--- config.mk ---
export PLATFORM = sky130hd
export DESIGN_NAME = pattern_scan_ctrl
export DESIGN_NICKNAME = d
export VERILOG_FILES = /design/src/rtl/pattern_scan_ctrl.sv
export SDC_FILE = /design/constraint.sdc
export NUM_CORES = 1
export LEC_CHECK = 0
export BUFFER_PORTS_ARGS = -buffer_cell sky130_fd_sc_hd__buf_4
export CORE_MARGIN = 2
export CORE_UTILIZATION = 40
export CTS_CLUSTER_DIAMETER = 40
export DETAILED_ROUTE_END_ITERATION = 16
export PLACE_DENSITY = 0.67
export SETUP_SLACK_MARGIN = 0.4
export SYNTH_ARGS = -nofsm -noshare
export SYNTH_HDL_FRONTEND = slang
export SYNTH_SLANG_ARGS = --single-unit
--- constraint.sdc ---
create_clock -name i_clk -period 4.7 [get_ports i_clk]
set_input_delay 0.94 -clock i_clk [delete_from_list [all_inputs] [get_ports i_clk]]
set_output_delay 0.94 -clock i_clk [all_outputs]
set_load 0.01 [all_outputs]
--- src/rtl/pattern_scan_ctrl.sv ---
// Serialises DW-bit words MSB first into a runtime-configurable bit-pattern
// detector, counting hits per stream and pulsing done when a stream ends.
module pattern_scan_ctrl #(
    parameter int DW   = 8,
    parameter int PMAX = 8,
    parameter int CW   = 16
) (
    input  logic                       i_clk,
    input  logic                       i_rst,
    input  logic                       i_cfg_we,
    input  logic [PMAX-1:0]            i_cfg_pattern,
    input  logic [$clog2(PMAX+1)-1:0]  i_cfg_len,
    input  logic                       i_cfg_overlap,
    input  logic                       i_in_valid,
    input  logic [DW-1:0]              i_in_data,
    input  logic                       i_in_last,
    output logic                       o_in_ready,
    output logic                       o_ser_bit,
    output logic                       o_ser_valid,
    output logic                       o_match,
    output logic [CW-1:0]              o_match_count,
    output logic                       o_done,
    output logic                       o_busy
);
    localparam int LW = $clog2(PMAX + 1);
    localparam int BW = $clog2(DW);

    localparam logic [1:0] S_IDLE  = 2'd0;
    localparam logic [1:0] S_SHIFT = 2'd1;
    localparam logic [1:0] S_DONE  = 2'd2;

    localparam logic [PMAX-1:0] DEF_PATTERN = PMAX'(4'b1011);
    localparam logic [LW-1:0]   DEF_LEN     = LW'(4);
    localparam logic [LW-1:0]   FILL_MAX    = LW'(PMAX);
    localparam logic [CW-1:0]   CNT_MAX     = {CW{1'b1}};

    logic [1:0]      r_state;
    logic            r_open;
    logic            r_last;
    logic            r_match;
    logic [DW-1:0]   r_shreg;
    logic [BW-1:0]   r_bitcnt;
    logic [PMAX-2:0] r_hist;
    logic [LW-1:0]   r_fill;
    logic [CW-1:0]   r_count;
    logic [PMAX-1:0] r_cfg_pattern;
    logic [LW-1:0]   r_cfg_len;
    logic            r_cfg_overlap;

    logic            w_scan;
    logic            w_word_end;
    logic            w_accept;
    logic            w_busy;
    logic            w_cfg_load;
    logic            w_open_stream;
    logic            w_hit;
    logic [PMAX-1:0] w_hist_next;
    logic [PMAX-1:0] w_mask;
    logic [LW-1:0]   w_fill_next;
    logic [LW-1:0]   w_len_eff;

    // Ready depends only on state and bit counter so upstream may wait on it.
    assign w_scan        = (r_state == S_SHIFT);
    assign w_word_end    = w_scan && (r_bitcnt == '0);
    assign o_in_ready    = (r_state == S_IDLE) || (w_word_end && !r_last);
    assign w_accept      = i_in_valid && o_in_ready;
    assign w_busy        = (r_state != S_IDLE) || r_open;
    assign w_cfg_load    = i_cfg_we && !w_busy;
    assign w_open_stream = w_accept && !r_open;

    assign w_len_eff   = (r_cfg_len > FILL_MAX) ? FILL_MAX : r_cfg_len;
    assign w_hist_next = {r_hist, r_shreg[DW-1]};
    assign w_fill_next = (r_fill == FILL_MAX) ? FILL_MAX : r_fill + 1'b1;

    // NOTE: default assignment first, so no path through the block can infer a latch.
    always_comb begin
        w_mask = '0;
        for (int i = 0; i < PMAX; i++) begin
            w_mask[i] = (LW'(i) < w_len_eff);
        end
    end

    assign w_hit = w_scan && (w_len_eff != '0) && (w_fill_next >= w_len_eff) &&
                   (((w_hist_next ^ r_cfg_pattern) & w_mask) == '0);

    // NOTE: non-blocking assignments only, so every register sees pre-edge values.
    always_ff @(posedge i_clk) begin
        if (i_rst) begin
            r_state       <= S_IDLE;
            r_open        <= 1'b0;
            r_last        <= 1'b0;
            r_match       <= 1'b0;
            r_shreg       <= '0;
            r_bitcnt      <= '0;
            r_hist        <= '0;
            r_fill        <= '0;
            r_count       <= '0;
            r_cfg_pattern <= DEF_PATTERN;
            r_cfg_len     <= DEF_LEN;
            r_cfg_overlap <= 1'b1;
        end else begin
            r_match <= w_hit;

            case (r_state)
                S_SHIFT: begin
                    r_shreg  <= {r_shreg[DW-2:0], 1'b0};
                    r_bitcnt <= r_bitcnt - 1'b1;
                    if (w_word_end) begin
                        r_state <= r_last ? S_DONE : S_IDLE;
                    end
                end
                S_DONE: begin
                    r_open  <= 1'b0;
                    r_state <= S_IDLE;
                end
                default: r_state <= S_IDLE;
            endcase

            // An accepted word overrides the end-of-word transition above.
            if (w_accept) begin
                r_shreg  <= i_in_data;
                r_bitcnt <= BW'(DW - 1);
                r_last   <= i_in_last;
                r_state  <= S_SHIFT;
            end

            if (w_scan) begin
                r_hist <= w_hist_next[PMAX-2:0];
                r_fill <= (w_hit && !r_cfg_overlap) ? '0 : w_fill_next;
                if (w_hit && (r_count != CNT_MAX)) begin
                    r_count <= r_count + 1'b1;
                end
            end

            if (w_open_stream) begin
                r_open <= 1'b1;
            end

            if (w_open_stream || w_cfg_load) begin
                r_fill  <= '0;
                r_count <= '0;
            end

            if (w_cfg_load) begin
                r_cfg_pattern <= i_cfg_pattern;
                r_cfg_len     <= i_cfg_len;
                r_cfg_overlap <= i_cfg_overlap;
            end
        end
    end

    assign o_ser_bit     = r_shreg[DW-1];
    assign o_ser_valid   = w_scan;
    assign o_match       = r_match;
    assign o_match_count = r_count;
    assign o_done        = (r_state == S_DONE);
    assign o_busy        = w_busy;

endmodule

# After elaboration in Yosys (flattened, before gate mapping)
# Index checks and enable logic that the tools add are counted.
[op_classes]
n_div = 0
shifts = 0
add_sub_neg = 3
mux = 13
mul = 0
reduce_logical = 27
eq_ne = 5
magnitude_cmp = 10
n_bitwise = 3
[op_table]
columns = ["cell", "count"]
rows = [
  ["$add 16x1->16 const B", 1],
  ["$lt 3x4->1 const A", 4],
  ["$mux 8", 2],
  ["$ne 16x16->1 const B", 1],
  ["$mux 4", 3],
  ["$logic_and 1x1->1", 10],
  ["$and 8x8->8", 1],
  ["$logic_not 8->1", 1],
  ["$lt 1x4->1 const A", 2],
  ["$lt 2x4->1 const A", 2],
  ["$xor 8x8->8", 1],
  ["$mux 3", 2],
  ["$reduce_bool 2->1", 3],
  ["$mux 1", 5],
  ["$add 4x1->4 const B", 1],
  ["$eq 4x4->1 const B", 1],
  ["$ge 4x4->1", 1],
  ["$gt 4x4->1 const B", 1],
  ["$logic_not 1->1", 4],
  ["$reduce_bool 4->1", 1],
  ["$logic_not 3->1", 1],
  ["$logic_or 1x1->1", 3],
  ["$ne 3x1->1 const B", 1],
  ["$reduce_or 3->1", 1],
  ["8 further kinds", 8],
]
[totals]
rom_bits = 0
ram_bits = 0
latchBits = 0
regBits = 56
memories = 0

# Longest topological paths before layout
[logic_depth]
depth_word = 8
ltp_mapped = 14

# Worst setup path before layout
# No wires, ideal clock.
[synth_path]
path_kind = "register to register"
from = "register r_fill[0]"
to = "register r_count[8], in the netlist o_match_count[8]"
path_stages_with_launch = 15
n_path_buf = 1
required_time_ns = 4.630
slack_ns = 1.875
setup_time_ns = 0.070
arrival_ns = 2.755
path_cell_list = "dfxtp_1 -> inv_1 -> ha_1 -> nand2_1 -> nor2_1 -> nor2_1 -> inv_1 -> ha_1 -> nand2b_1 -> a2111oi_0 -> or4_1 -> buf_2 -> or3_1 -> or3_1 -> a21oi_1"
[synth_between]
elab_chain_cells = 7
[synth_lines]
columns = ["element", "line", "rtl"]
rows = [
  ["from (decl)", "44", "logic [LW-1:0] r_fill;"],
  ["from (signal assigned)", "129", "r_fill <= (w_hit && !r_cfg_overlap) ? '0 : w_fill_next;"],
  ["$add 4x1->4 / $eq 4x4->1 (equally long branches)", "73", "assign w_fill_next = (r_fill == FILL_MAX) ? FILL_MAX : r_fill + 1'b1;"],
  ["$mux 4 *", "73", ""],
  ["$ge 4x4->1 *", "83", "assign w_hit = w_scan && (w_len_eff != '0) && (w_fill_next >= w_len_eff) &&"],
  ["$logic_and 1x1->1 * (2 in a row)", "83", ""],
  ["$logic_and 1x1->1 *", "130", "if (w_hit && (r_count != CNT_MAX)) begin"],
  ["$reduce_and 2->1 (no source line) *", "--", ""],
  ["to (signal assigned)", "131", "r_count <= r_count + 1'b1;"],
  ["to (decl)", "45", "logic [CW-1:0] r_count;"],
]
# Mark *: on every way between the ends. The rest lies on a longest branch, timed or not.
# A chain may end at the register's enable or synchronous reset.

# Final worst setup path
# Same ends and word-level chain as after synthesis.

==> impl_summary.log <==
INFO  metric outcome = complete, no violations
INFO  metric yosys_warnings = 0
INFO  metric width_of_the_die = 86.22 um
INFO  metric total_via_count_in_the_routed_design = around 2500
INFO  metric clockRootBuffer = sky130_fd_sc_hd__clkbuf_8
INFO  metric critical_path_buf_inv_count = 2
INFO  metric post-route-period-util = around two thirds
INFO  metric tritoncts = done
INFO  metric grt_start_max_net_pins = 39
INFO  metric worst_path_max_delay_cell = sky130_fd_sc_hd__or4_1
INFO  metric cts_resized = 0
INFO  metric cts_made_buffers = 5
INFO  metric worstPathMaxFanout = 9
INFO  metric route.detailed.drc = 0
INFO  metric placed_wire_length_estimate = 4.135 mm
INFO  metric clkTransAtPathRegs = around 0.1 ns
INFO  metric power.static_leakage = 1.208 nW
INFO  metric postCtsSetupBuffers = 0
INFO  metric grt_antenna_before_repair = 0
INFO  metric postPlaceCellArea = between 3000 and 4000 um^2
INFO  metric synth_top_cell_area_share = about two fifths
INFO  metric min-delay-path-class = reg2reg
INFO  metric route.detailed.vias_per_inst = roughly 5.5
INFO  metric synth_edf_count = 0
INFO  metric cp_data_arrival_time = about 3.3 ns
INFO  metric final_setup_vio_count = 0
INFO  metric max_cap_violations = 0
INFO  metric timing.max_slew.rel_slack = 32.80%
INFO  metric total_routed_wirelength = a little over 6 mm
INFO  metric n_antenna_cell = 0
INFO  metric layout.cells.most_common = sky130_fd_sc_hd__nand2_1
INFO  metric slowest_delay = about 0.71 ns
INFO  metric grt_usage = 16.86%
INFO  metric layout_min_cycle_time = slightly above 3 ns
INFO  metric top_level_ports = 48
INFO  metric rsz0062_at_grt = no
INFO  metric synth_seq_cells = 56
INFO  metric yosysSeqAreaShare = 41.46%
INFO  metric worstPathCellList = inv_1 -> ha_1 -> nand2_1 -> nor2_1 -> nor2_1 -> inv_1 -> ha_1 -> nand2b_1 -> a2111oi_0 -> or4_1 -> or3_1 -> or3_1 -> a21oi_1
INFO  metric worst_clock_skew_on_the_final_layout = roughly 0.0059 ns
INFO  metric io_buffers = 47
INFO  metric cts_hold_repair.buffers = 0
INFO  metric timing.setup.tns = 0 ns
INFO  metric fin_util = approximately half
INFO  metric critical_path.endpoint_type = register
INFO  metric share_of_async_settable_or_async_resettable_flops_after_synthesis = 0%
INFO  metric drt_first_pass_iters = 4
INFO  metric syn_avg_cell_area = between 8 and 9 um^2
INFO  metric grt_pass1_vias = about 2200
INFO  metric tightestPinTransition = 0.9826 ns
INFO  metric chipHeight = 86.22 um
INFO  metric cts-htree-levels = 2
INFO  metric final_nets = around 400
INFO  metric tritoncts_num_sinks = 56
INFO  metric share_of_cells_above_drive_strength_1 = between 10% and 20%
INFO  metric fmaxAchievable = 323.5 MHz
INFO  metric core_region_area = 6459 um^2
INFO  metric distinct_cell_type_count_of_the_synthesized_netlist = 41
INFO  metric post_synth_main_area_contributors = sky130_fd_sc_hd__dfxtp_1 (41%), sky130_fd_sc_hd__nand2_1 (11%), sky130_fd_sc_hd__a21oi_1 (7.0%), sky130_fd_sc_hd__ha_1 (4.2%), sky130_fd_sc_hd__xnor2_1 (2.6%)
INFO  metric irDropWorstVdd = between 150 and 200 uV
INFO  metric wire_length_of_the_first_global_routing_pass = just over 10 mm
INFO  metric post-route-cell-area = approximately 3200 um^2
INFO  metric mostFrequentLayoutCells = sky130_fd_sc_hd__nand2_1 (76), sky130_fd_sc_hd__dfxtp_1 (56), sky130_fd_sc_hd__buf_4 (47)
INFO  metric detail-route-antenna-nets = 0
INFO  metric rows = 29
INFO  metric critical_path_class = reg2reg
INFO  metric insertion_delay_of_the_later_clocked_pin_in_the_worst_skew_pair = approximately 0.31 ns
INFO  metric power_per_cell_area = just over 300 nW/um^2
INFO  metric postSynthCellCount = ~340
INFO  metric grt_remaining_overflow = 0
INFO  metric hold_violations = 0
INFO  metric synth_area = 2704 um^2
INFO  metric yosysTopAreaCell = sky130_fd_sc_hd__dfxtp_1
INFO  metric synth_fp_nets = 372
INFO  metric start_util = 41.86%
INFO  metric cp_data_required_time = approximately 4.9 ns
INFO  metric weighted_congestion_at_the_end_of_routability_driven_global_placement = between 0.7 and 0.8
INFO  metric detail_route.iter0.violations = between 150 and 200
INFO  metric crit_family = simple AND/OR/NAND/NOR gates
INFO  metric setup.worst_path.start_class = register
INFO  metric avgRoutedWirePerCell = approximately 13 um
INFO  metric cts-root-to-sink-buffers = 2
INFO  metric flow.area_growth_from_synthesis = 17.82%
INFO  metric slew_viol_final = 0
INFO  metric leading_register_cell_type_out_of_synthesis = sky130_fd_sc_hd__dfxtp_1
INFO  metric die_area = 7433 um^2
## cells by family after synthesis
family / after synthesis / share of synthesized area [%]
buffers and inverters: 29 / 4.165
muxes: 2 / 0.7867
and+or+nand+nor: 152 / 28.13
DFF: 56 / 41.46
adders and majority gates: 9 / 4.165
AOI/OAI and AO/OA: 78 / 17.72
xor gates and xnor gates: 11 / 3.563
## cell usage after synthesis (8+ instances only)
library cell and instances:
sky130_fd_sc_hd__nand3_1 10, sky130_fd_sc_hd__inv_1 10, sky130_fd_sc_hd__dfxtp_1 56, sky130_fd_sc_hd__nor2_1 12, sky130_fd_sc_hd__or3_1 10, sky130_fd_sc_hd__nand2_1 76, sky130_fd_sc_hd__clkbuf_1 16, sky130_fd_sc_hd__ha_1 9
sky130_fd_sc_hd__xnor2_1 8, sky130_fd_sc_hd__a21oi_1 38, sky130_fd_sc_hd__o21ai_0 12
## routing by layer
layer  up-vias  share of wire [%]  track usage (%)
met4         0                1.1            4.688
met1      1155                 50            23.44
met5         -                  0                0
met3         6                4.4            3.429
met2        56                 44            26.71
li1       1271                  -                -
## path summary, 6_finish.rpt
kind	start	to	slack, ns	cells after the start
setup / recovery	r_fill[0]	o_match_count[8]	1.61	13
hold / removal	r_cfg_pattern[5]	r_cfg_pattern[5]	0.47	2
setup reg to reg	r_fill[0]	o_match_count[8]	1.61	13
hold reg to reg	r_cfg_pattern[5]	r_cfg_pattern[5]	0.47	2
## sequential cells by signal (all words and copies together) (netlist names)
signal	flops
o_match	1
o_match_count	16
r_bitcnt	3
r_cfg_len	4
r_cfg_overlap	1
r_cfg_pattern	8
r_fill	4
r_hist	7
r_last	1
r_open	1
r_shreg	8
r_state	2
## power by group
group | internal [mW] | switching, mW | leakage, nW | total [mW]
Combinational | 0.0613 | 0.0916 | 0.696 | 0.153
Clock | 0.159 | 0.157 | 0.0552 | 0.316
Sequential | 0.498 | 0.0205 | 0.457 | 0.518
Total | 0.718 | 0.269 | 1.21 | 0.987
## layout make-up
class                           count  area, um^2
Clock inverter                      2       35.03
Multi-Input combinational cell    252        1470
Fill cell                         649        3273
Tap cell                           77       96.34
Timing Repair Buffer               47       352.8
Sequential cell                    56        1121
Clock buffer                        6       72.57
Inverter                           10       37.54
## worst min-delay path, stage by stage (launching register included)
cell and delay (ns):
sky130_fd_sc_hd__dfxtp_1 0.33, sky130_fd_sc_hd__nand2_1 0.05, sky130_fd_sc_hd__a21oi_1 0.05
## metrics by stage
stage          instances  power [mW]  setup WS [ns]  hold WS [ns]
2_1_floorplan        337      0.6345          1.875        0.4385
3_3_place_gp         442      0.6798          1.740        0.4568
3_5_place_dp         442      0.6825          1.645        0.4606
4_1_cts              450      0.9922          1.627        0.4753
5_1_grt              450       1.035          1.371        0.5024
6_report             450      0.9869          1.609        0.4730
Note: power is estimated with default switching activity, not from simulation.
